<file path="config.mk">
export PLATFORM = sky130hd
export DESIGN_NAME = apb_master_arb
export DESIGN_NICKNAME = d
export VERILOG_FILES = /design/src/rtl/apb_arb_pkg.sv /design/src/rtl/apb_rr_arb.sv /design/src/rtl/apb_master_arb.sv
export SDC_FILE = /design/constraint.sdc
export NUM_CORES = 1
export LEC_CHECK = 0
export CAP_MARGIN = 0
export CELL_PAD_IN_SITES_DETAIL_PLACEMENT = 1
export CELL_PAD_IN_SITES_GLOBAL_PLACEMENT = 1
export CORE_ASPECT_RATIO = 1.5
export CORE_UTILIZATION = 27
export DETAILED_ROUTE_END_ITERATION = 16
export GPL_TIMING_DRIVEN = 0
export PLACE_DENSITY = 0.95
export REMOVE_ABC_BUFFERS = 1
export SKIP_LAST_GASP = 1
export SYNTH_ARGS = -nofsm -noshare
export SYNTH_HDL_FRONTEND = slang
export SYNTH_HIERARCHICAL = 1
export SYNTH_SLANG_ARGS = --single-unit
export TNS_END_PERCENT = 50
</file>
<file path="constraint.sdc">
create_clock -name PCLK -period 5.88 [get_ports PCLK]
set_clock_uncertainty 0.1 [all_clocks]
set_input_delay 0.882 -clock PCLK [delete_from_list [all_inputs] [get_ports PCLK]]
set_output_delay 0.882 -clock PCLK [all_outputs]
set_load 0.05 [all_outputs]
</file>
<file path="src/rtl/apb_arb_pkg.sv">
// Shared types and constants for the N-channel APB4 master-side arbiter.
package apb_arb_pkg;

  typedef enum logic [1:0] {
    IDLE   = 2'd0,
    SETUP  = 2'd1,
    ACCESS = 2'd2,
    RESP   = 2'd3
  } arb_state_e;

  localparam int PROT_W = 3;
  localparam int WD_W   = 16;

endpackage

</file>
<file path="src/rtl/apb_rr_arb.sv">
// Rotating-priority search: first requesting channel after ptr_i, modulo NCH.
module apb_rr_arb #(
  parameter  int NCH  = 2,
  localparam int SELW = $clog2(NCH)
) (
  input  logic [NCH-1:0]  req_i,
  input  logic [SELW-1:0] ptr_i,
  output logic [SELW-1:0] gnt_o,
  output logic            valid_o
);

  always_comb begin
    logic [SELW:0] idx;
    gnt_o   = '0;
    valid_o = 1'b0;
    idx     = '0;
    for (int k = 1; k <= NCH; k++) begin
      // ptr_i + k never exceeds 2*NCH-1, so one conditional subtract wraps it
      idx = {1'b0, ptr_i} + (SELW+1)'(k);
      if (idx >= (SELW+1)'(NCH)) idx = idx - (SELW+1)'(NCH);
      if (!valid_o && req_i[idx[SELW-1:0]]) begin
        valid_o = 1'b1;
        gnt_o   = idx[SELW-1:0];
      end
    end
  end

endmodule

</file>
<file path="src/rtl/apb_master_arb.sv">
// APB4 master-side arbiter: grants one upstream requester, replays it as a
// registered SETUP/ACCESS pair downstream and returns the response to the owner.
module apb_master_arb
  import apb_arb_pkg::*;
#(
  parameter  int NCH     = 2,
  parameter  int AW      = 32,
  parameter  int DW      = 32,
  parameter  int TIMEOUT = 0,
  localparam int SELW    = $clog2(NCH)
) (
  input  logic                   PCLK,
  input  logic                   PRESET,
  input  logic [NCH-1:0]         s_psel,
  input  logic [NCH*AW-1:0]      s_paddr,
  input  logic [NCH-1:0]         s_pwrite,
  input  logic [NCH*PROT_W-1:0]  s_pprot,
  input  logic [NCH*DW-1:0]      s_pwdata,
  input  logic [NCH*(DW/8)-1:0]  s_pstrb,
  output logic [NCH-1:0]         s_pready,
  output logic [NCH*DW-1:0]      s_prdata,
  output logic [NCH-1:0]         s_pslverr,
  output logic                   PSELx,
  output logic [AW-1:0]          PADDR,
  output logic                   PENABLE,
  output logic                   PWRITE,
  output logic [PROT_W-1:0]      PPROT,
  output logic [DW-1:0]          PWDATA,
  output logic [DW/8-1:0]        PSTRB,
  input  logic                   PREADY,
  input  logic [DW-1:0]          PRDATA,
  input  logic                   PSLVERR,
  input  logic                   arb_mode,
  input  logic [SELW-1:0]        sel_req,
  output logic [SELW-1:0]        cur_owner,
  output logic                   busy,
  output logic                   timeout_evt
);

  localparam int              SW       = DW / 8;
  localparam bit              TO_EN    = (TIMEOUT != 0);
  localparam int              TO_LIM_I = (TIMEOUT == 0) ? 0 : TIMEOUT - 1;
  localparam logic [WD_W-1:0] TO_LIM   = WD_W'(TO_LIM_I);

  arb_state_e        state_q, state_d;
  logic              psel_q, psel_d, penable_q, penable_d, pwrite_q, pwrite_d;
  logic [AW-1:0]     paddr_q, paddr_d;
  logic [PROT_W-1:0] pprot_q, pprot_d;
  logic [DW-1:0]     pwdata_q, pwdata_d;
  logic [SW-1:0]     pstrb_q, pstrb_d;
  logic [SELW-1:0]   owner_q, owner_d, ptr_q, ptr_d;
  logic [WD_W-1:0]   wd_q, wd_d;
  logic [DW-1:0]     rdata_q, rdata_d;
  logic              err_q, err_d, to_evt_q, to_evt_d;

  logic [SELW-1:0]   rr_gnt, gnt;
  logic              rr_valid, fix_valid, gnt_valid;
  logic [AW-1:0]     g_addr;
  logic              g_write;
  logic [PROT_W-1:0] g_prot;
  logic [DW-1:0]     g_wdata;
  logic [SW-1:0]     g_strb;

  apb_rr_arb #(.NCH(NCH)) u_rr (
    .req_i   (s_psel),
    .ptr_i   (ptr_q),
    .gnt_o   (rr_gnt),
    .valid_o (rr_valid)
  );

  // An out-of-range sel_req matches no channel and therefore never grants
  always_comb begin
    fix_valid = 1'b0;
    for (int i = 0; i < NCH; i++)
      if (sel_req == SELW'(i) && s_psel[i]) fix_valid = 1'b1;
  end

  assign gnt       = arb_mode ? rr_gnt : sel_req;
  assign gnt_valid = arb_mode ? rr_valid : fix_valid;

  always_comb begin
    g_addr  = '0;
    g_write = 1'b0;
    g_prot  = '0;
    g_wdata = '0;
    g_strb  = '0;
    for (int i = 0; i < NCH; i++) begin
      if (gnt == SELW'(i)) begin
        g_addr  = s_paddr[i*AW +: AW];
        g_write = s_pwrite[i];
        g_prot  = s_pprot[i*PROT_W +: PROT_W];
        g_wdata = s_pwdata[i*DW +: DW];
        g_strb  = s_pstrb[i*SW +: SW];
      end
    end
  end

  always_comb begin
    state_d   = state_q;
    psel_d    = psel_q;
    penable_d = penable_q;
    pwrite_d  = pwrite_q;
    paddr_d   = paddr_q;
    pprot_d   = pprot_q;
    pwdata_d  = pwdata_q;
    pstrb_d   = pstrb_q;
    owner_d   = owner_q;
    ptr_d     = ptr_q;
    wd_d      = wd_q;
    rdata_d   = rdata_q;
    err_d     = err_q;
    to_evt_d  = 1'b0;
    unique case (state_q)
      IDLE: begin
        if (gnt_valid) begin
          paddr_d   = g_addr;
          pwrite_d  = g_write;
          pprot_d   = g_prot;
          pwdata_d  = g_wdata;
          pstrb_d   = g_strb;
          psel_d    = 1'b1;
          penable_d = 1'b0;
          owner_d   = gnt;
          wd_d      = '0;
          if (arb_mode) ptr_d = gnt;
          state_d   = SETUP;
        end
      end
      SETUP: begin
        penable_d = 1'b1;
        state_d   = ACCESS;
      end
      ACCESS: begin
        // A ready slave wins over a watchdog expiring in the same cycle
        if (PREADY) begin
          psel_d    = 1'b0;
          penable_d = 1'b0;
          rdata_d   = PRDATA;
          err_d     = PSLVERR;
          state_d   = RESP;
        end else if (TO_EN && wd_q == TO_LIM) begin
          psel_d    = 1'b0;
          penable_d = 1'b0;
          rdata_d   = '0;
          err_d     = 1'b1;
          to_evt_d  = 1'b1;
          state_d   = RESP;
        end else begin
          wd_d = wd_q + WD_W'(1);
        end
      end
      RESP: begin
        wd_d    = '0;
        state_d = IDLE;
      end
      default: state_d = IDLE;
    endcase
  end

  always_ff @(posedge PCLK) begin
    if (PRESET) begin
      state_q   <= IDLE;
      psel_q    <= 1'b0;
      penable_q <= 1'b0;
      pwrite_q  <= 1'b0;
      paddr_q   <= '0;
      pprot_q   <= '0;
      pwdata_q  <= '0;
      pstrb_q   <= '0;
      owner_q   <= '0;
      ptr_q     <= SELW'(NCH - 1);
      wd_q      <= '0;
      rdata_q   <= '0;
      err_q     <= 1'b0;
      to_evt_q  <= 1'b0;
    end else begin
      state_q   <= state_d;
      psel_q    <= psel_d;
      penable_q <= penable_d;
      pwrite_q  <= pwrite_d;
      paddr_q   <= paddr_d;
      pprot_q   <= pprot_d;
      pwdata_q  <= pwdata_d;
      pstrb_q   <= pstrb_d;
      owner_q   <= owner_d;
      ptr_q     <= ptr_d;
      wd_q      <= wd_d;
      rdata_q   <= rdata_d;
      err_q     <= err_d;
      to_evt_q  <= to_evt_d;
    end
  end

  // Only the owner, and only during RESP, ever sees a non-zero response
  generate
    for (genvar gi = 0; gi < NCH; gi++) begin : g_resp
      logic hit;
      assign hit                   = (state_q == RESP) && (owner_q == SELW'(gi));
      assign s_pready[gi]          = hit;
      assign s_prdata[gi*DW +: DW] = hit ? rdata_q : '0;
      assign s_pslverr[gi]         = hit & err_q;
    end
  endgenerate

  assign PSELx       = psel_q;
  assign PENABLE     = penable_q;
  assign PWRITE      = pwrite_q;
  assign PADDR       = paddr_q;
  assign PPROT       = pprot_q;
  assign PWDATA      = pwdata_q;
  assign PSTRB       = pstrb_q;
  assign cur_owner   = owner_q;
  assign busy        = (state_q != IDLE);
  assign timeout_evt = to_evt_q;

endmodule

</file>
==> summary.txt <==
Run status
  – Outcome: complete, no violations

Flow run
  – Max-capacitance violation count: 0

Logic synthesis
  – Top post-synthesis cells by area: sky130_fd_sc_hd__dfxtp_1 43%, sky130_fd_sc_hd__mux2i_1 15%, sky130_fd_sc_hd__a211oi_1 11%, sky130_fd_sc_hd__nor2_1 5.4%, sky130_fd_sc_hd__nand2_1 5.0%
  – Fraction of registers with async set or reset after synthesis: 0%
  – Avg Cell Area, Syn: 8.73 um2
  – Cell type with the largest total area after synthesis: sky130_fd_sc_hd__dfxtp_1
  – Synthesized instance count: 590
  – Synth cell types: 26
  – Flip-flop and latch count after synthesis: 111
  – Netlist Area Pre-Place: 5150 um2
  – Top FF cell, synth: sky130_fd_sc_hd__dfxtp_1
  – Top cells by instance count after synthesis: 111 x sky130_fd_sc_hd__dfxtp_1, 76 x sky130_fd_sc_hd__mux2i_1, 75 x sky130_fd_sc_hd__a211oi_1
  – Register area share after synthesis: between 40% and 50%
  – Share of the synthesized area in the top cell type: 43.1%
  – Dominant cell by count in the synthesized netlist: sky130_fd_sc_hd__dfxtp_1
  – Post-synth EDFFs: 0
  – Yosys synthesis warning count: 6

Placement
  – Total placed instance area: 8710 um2
  – Gpl congestion: around 0.74
  – Half-perimeter wire length of the detailed placement result: 16200 um
  – Post-place setup slack: 2.01 ns
  – Number of port buffers: around 330

Die
  – Number of placed I/O pins: 329
  – Die span in x: 115 um
  – Height of the chip: 171 um
  – Initial Utilization: 27.7%
  – Placement Rows: 61
  – Placeable core region: 18600 um2
  – Die Footprint: between 15000 and 20000 um2

Global route
  – Global-route usage over all layers: 20.3%
  – Pin count of the biggest net entering global routing: 60
  – Total grt overflow: 0
  – Vias in the first global route: 5808
  – Antenna violations before repair: 0
  – Wire length of the first global-routing pass: just over 30000 um

CTS
  – Maximum clock insertion buffer count: 2
  – Insertion delay to the later sink of the worst-skew pair: about 0.35 ns
  – CTS tree: built
  – Clock Tree Root: sky130_fd_sc_hd__clkbuf_16
  – Number of levels the H-tree was split into: 3
  – Clock tree sinks: 111
  – Number of gates resized after CTS: 0
  – Clock-pin slew of the registers on the worst-case setup and hold paths: 0.07 ns
  – Hold bufs inserted after CTS: 0
  – Number of buffers added by the clock tree synthesis step: 9
  – Number of post-CTS setup repair buffers: 0

Critical path
  – Path type of the worst setup path: reg -> out
  – Capturing point of the worst reg2reg path: PADDR[11]
  – Register-to-register setup slack: around 2.9 ns
  – Slowest-stage cell, CP: sky130_fd_sc_hd__ha_1
  – Reg-to-Reg Start: state_q[0]
  – Critical path data required time: about 5 ns
  – Category of the worst setup path capture point: output port
  – CP cell instances: ha_1 > nor2b_2 > buf_8 > and2_1 > clkdlybuf4s50_1
  – Crit Path Max Fanout: 35
  – Critical Path Max Stage Delay: 0.94 ns
  – Launching element type of the critical path: register
  – Worst reg-to-reg path cell count: 9
  – Worst path arrival time: around 3.2 ns

Layout
  – Fraction of final layout cells sized beyond drive strength 1: 3.49%
  – Area of the multi-input gates: between 2000 and 3000 um2
  – Antenna diode instance count: 0
  – Layout net count: 1074
  – Register cell area after layout: 2220 um2
  – Post-synthesis to final-layout area growth: 74.9%
  – Fillers: approximately 2100
  – Final std cell area, no fill: 9010 um2

STA
  – Fin. Hold Viols: 0
  – Setup TNS: 0 ns
  – Final Worst Setup Slack: between 1.5 and 2 ns
  – Highest Clock Rate: 0.237 GHz
  – Portion of the clock cycle consumed by the worst path in the final layout: 71.8%
  – Final critical delay including setup and external delays: around 4.2 ns
  – Post-Route Hold Slack: 0.366 ns
  – Pins Over Slew Limit: 0
  – Unrepaired setup endpoints after global routing: no
  – Slew at the pin closest to its max-slew limit: around 1.2 ns
  – Number of endpoints failing setup at the final stage: 0
  – Headroom to the max-slew limit: 17.6%

Power
  – Net switching power figure: 0.00175 W
  – Worst voltage drop across the vdd grid: 0.000227 V
  – Leakage power figure: around 3.6 nW
  – Sw Share: 46.5%
  – Pwr dens: around 420 nW/um2
  – Fraction of power consumed by combinational cells: 54.0%
  – Total power of the final layout: 0.00377 W
  – Relative contribution of the clock network to total power: 16.2%
  – P_int: 0.00202 W
  – Share of total power in sequential cells: roughly 30%

Route
  – Starting DRC count in detailed routing: 189
  – Aggregate routed wire length: approximately 20000 um
  – Via density: 4.83
  – Via count: 5509
  – DRC violation count after routing: 0
  – Post-detailed-route count of antenna-violating nets: 0
  – Routed WL per cell: 17.6 um
  – First-pass iteration count of the detailed router: 4

Min path
  – Min-Delay Endpoint: rdata_q[30]
  – Number of stages on the worst hold path: 2
  – Worst hold path class: reg -> reg
  – Hold path startpoint: rdata_q[30]
[power groups by stage]
stage	clock, W	combinational (W)	sequential, W
6_report	0.000610	0.00203	0.00112
5_1_grt	0.000666	0.00216	0.00115
4_1_cts	0.000636	0.00205	0.00113
3_5_place_dp	0	0.00205	0.00114
3_3_place_gp	0	0.00201	0.00112
2_1_floorplan	0	0.000677	0.00173
[state kept, by name (all words and copies together), names as in the netlist]
name and cells:
PADDR 32, PWDATA 32, rdata_q 32, PSTRB 4, PPROT 3, state_q 2
PENABLE 1, PSELx 1, PWRITE 1, cur_owner 1, err_q 1, ptr_q 1
[cells by family after synthesis]
family | after synthesis | share of synthesized area, %
DFF | 111 | 43.1
and+or+nand+nor | 219 | 19.7
other | 1 | 0.0728
adders and majority gates | 6 | 1.46
buffers and inverters | 60 | 5.37
muxes | 76 | 14.8
AOI/OAI and AO/OA | 117 | 15.5
[worst max-delay path, delay by kind of cell (launching register included)]
family | cells | cell delay, ns
adders and majority gates | 1 | 0.94
buffers and inverters | 2 | 1.01
DFF | 1 | 0.42
and+or+nand+nor | 2 | 0.53
[area by class of cell]
type	count	share of cell area (%)
Timing Repair Buffer	338	38.7
Tap cell	252	3.50
Clock inverter	5	0.445
Sequential cell	111	24.7
Multi-Input combinational cell	419	29.7
Inverter	5	0.208
Clock buffer	11	2.81
[routing by layer]
layer	vias to the layer above	share of wire [%]	track usage, %
met4	0	3.7	8.92
met3	40	7.7	6.13
met1	2588	34	19.3
li1	2626	-	-
met2	255	54	39.5
met5	-	0	0
[metrics by stage]
stage | std cells | util (%)
floorplan | 535 | -
global placement | 1114 | 45.5
detailed placement | 1125 | 46.8
CTS | 1141 | 48.4
global route | 1141 | 48.4
finish | 1141 | 48.4
[worst max-delay path by stage]
stage | startpoint | end
after detailed placement | state_q[1] | s_prdata[22]
after CTS | state_q[1] | s_prdata[22]
after global routing | state_q[1] | s_prdata[22]
after floorplan | s_psel[1] | PADDR[0]
final | state_q[1] | s_prdata[22]
after global placement | arb_mode | PADDR[2]
[layout by cell type (no fill, tap or decap), drive strengths merged]
master and count:
inv 7, o21ai 1, a221o 1, ha 6, and2 36, nand2 68, nand3 1, and3 33
clkdlybuf4s50 326, conb 1, a31oi 1, or3b 1, clkbuf 11, clkinv 3, dfxtp 111, a211oi 76
nand2b 1, a21o 1, nor2b 4, nor2 74, buf 12, or2 1, a21boi 1, a2111oi 1
mux2i 76, a21oi 35
Power figures use the tool's default switching activity.
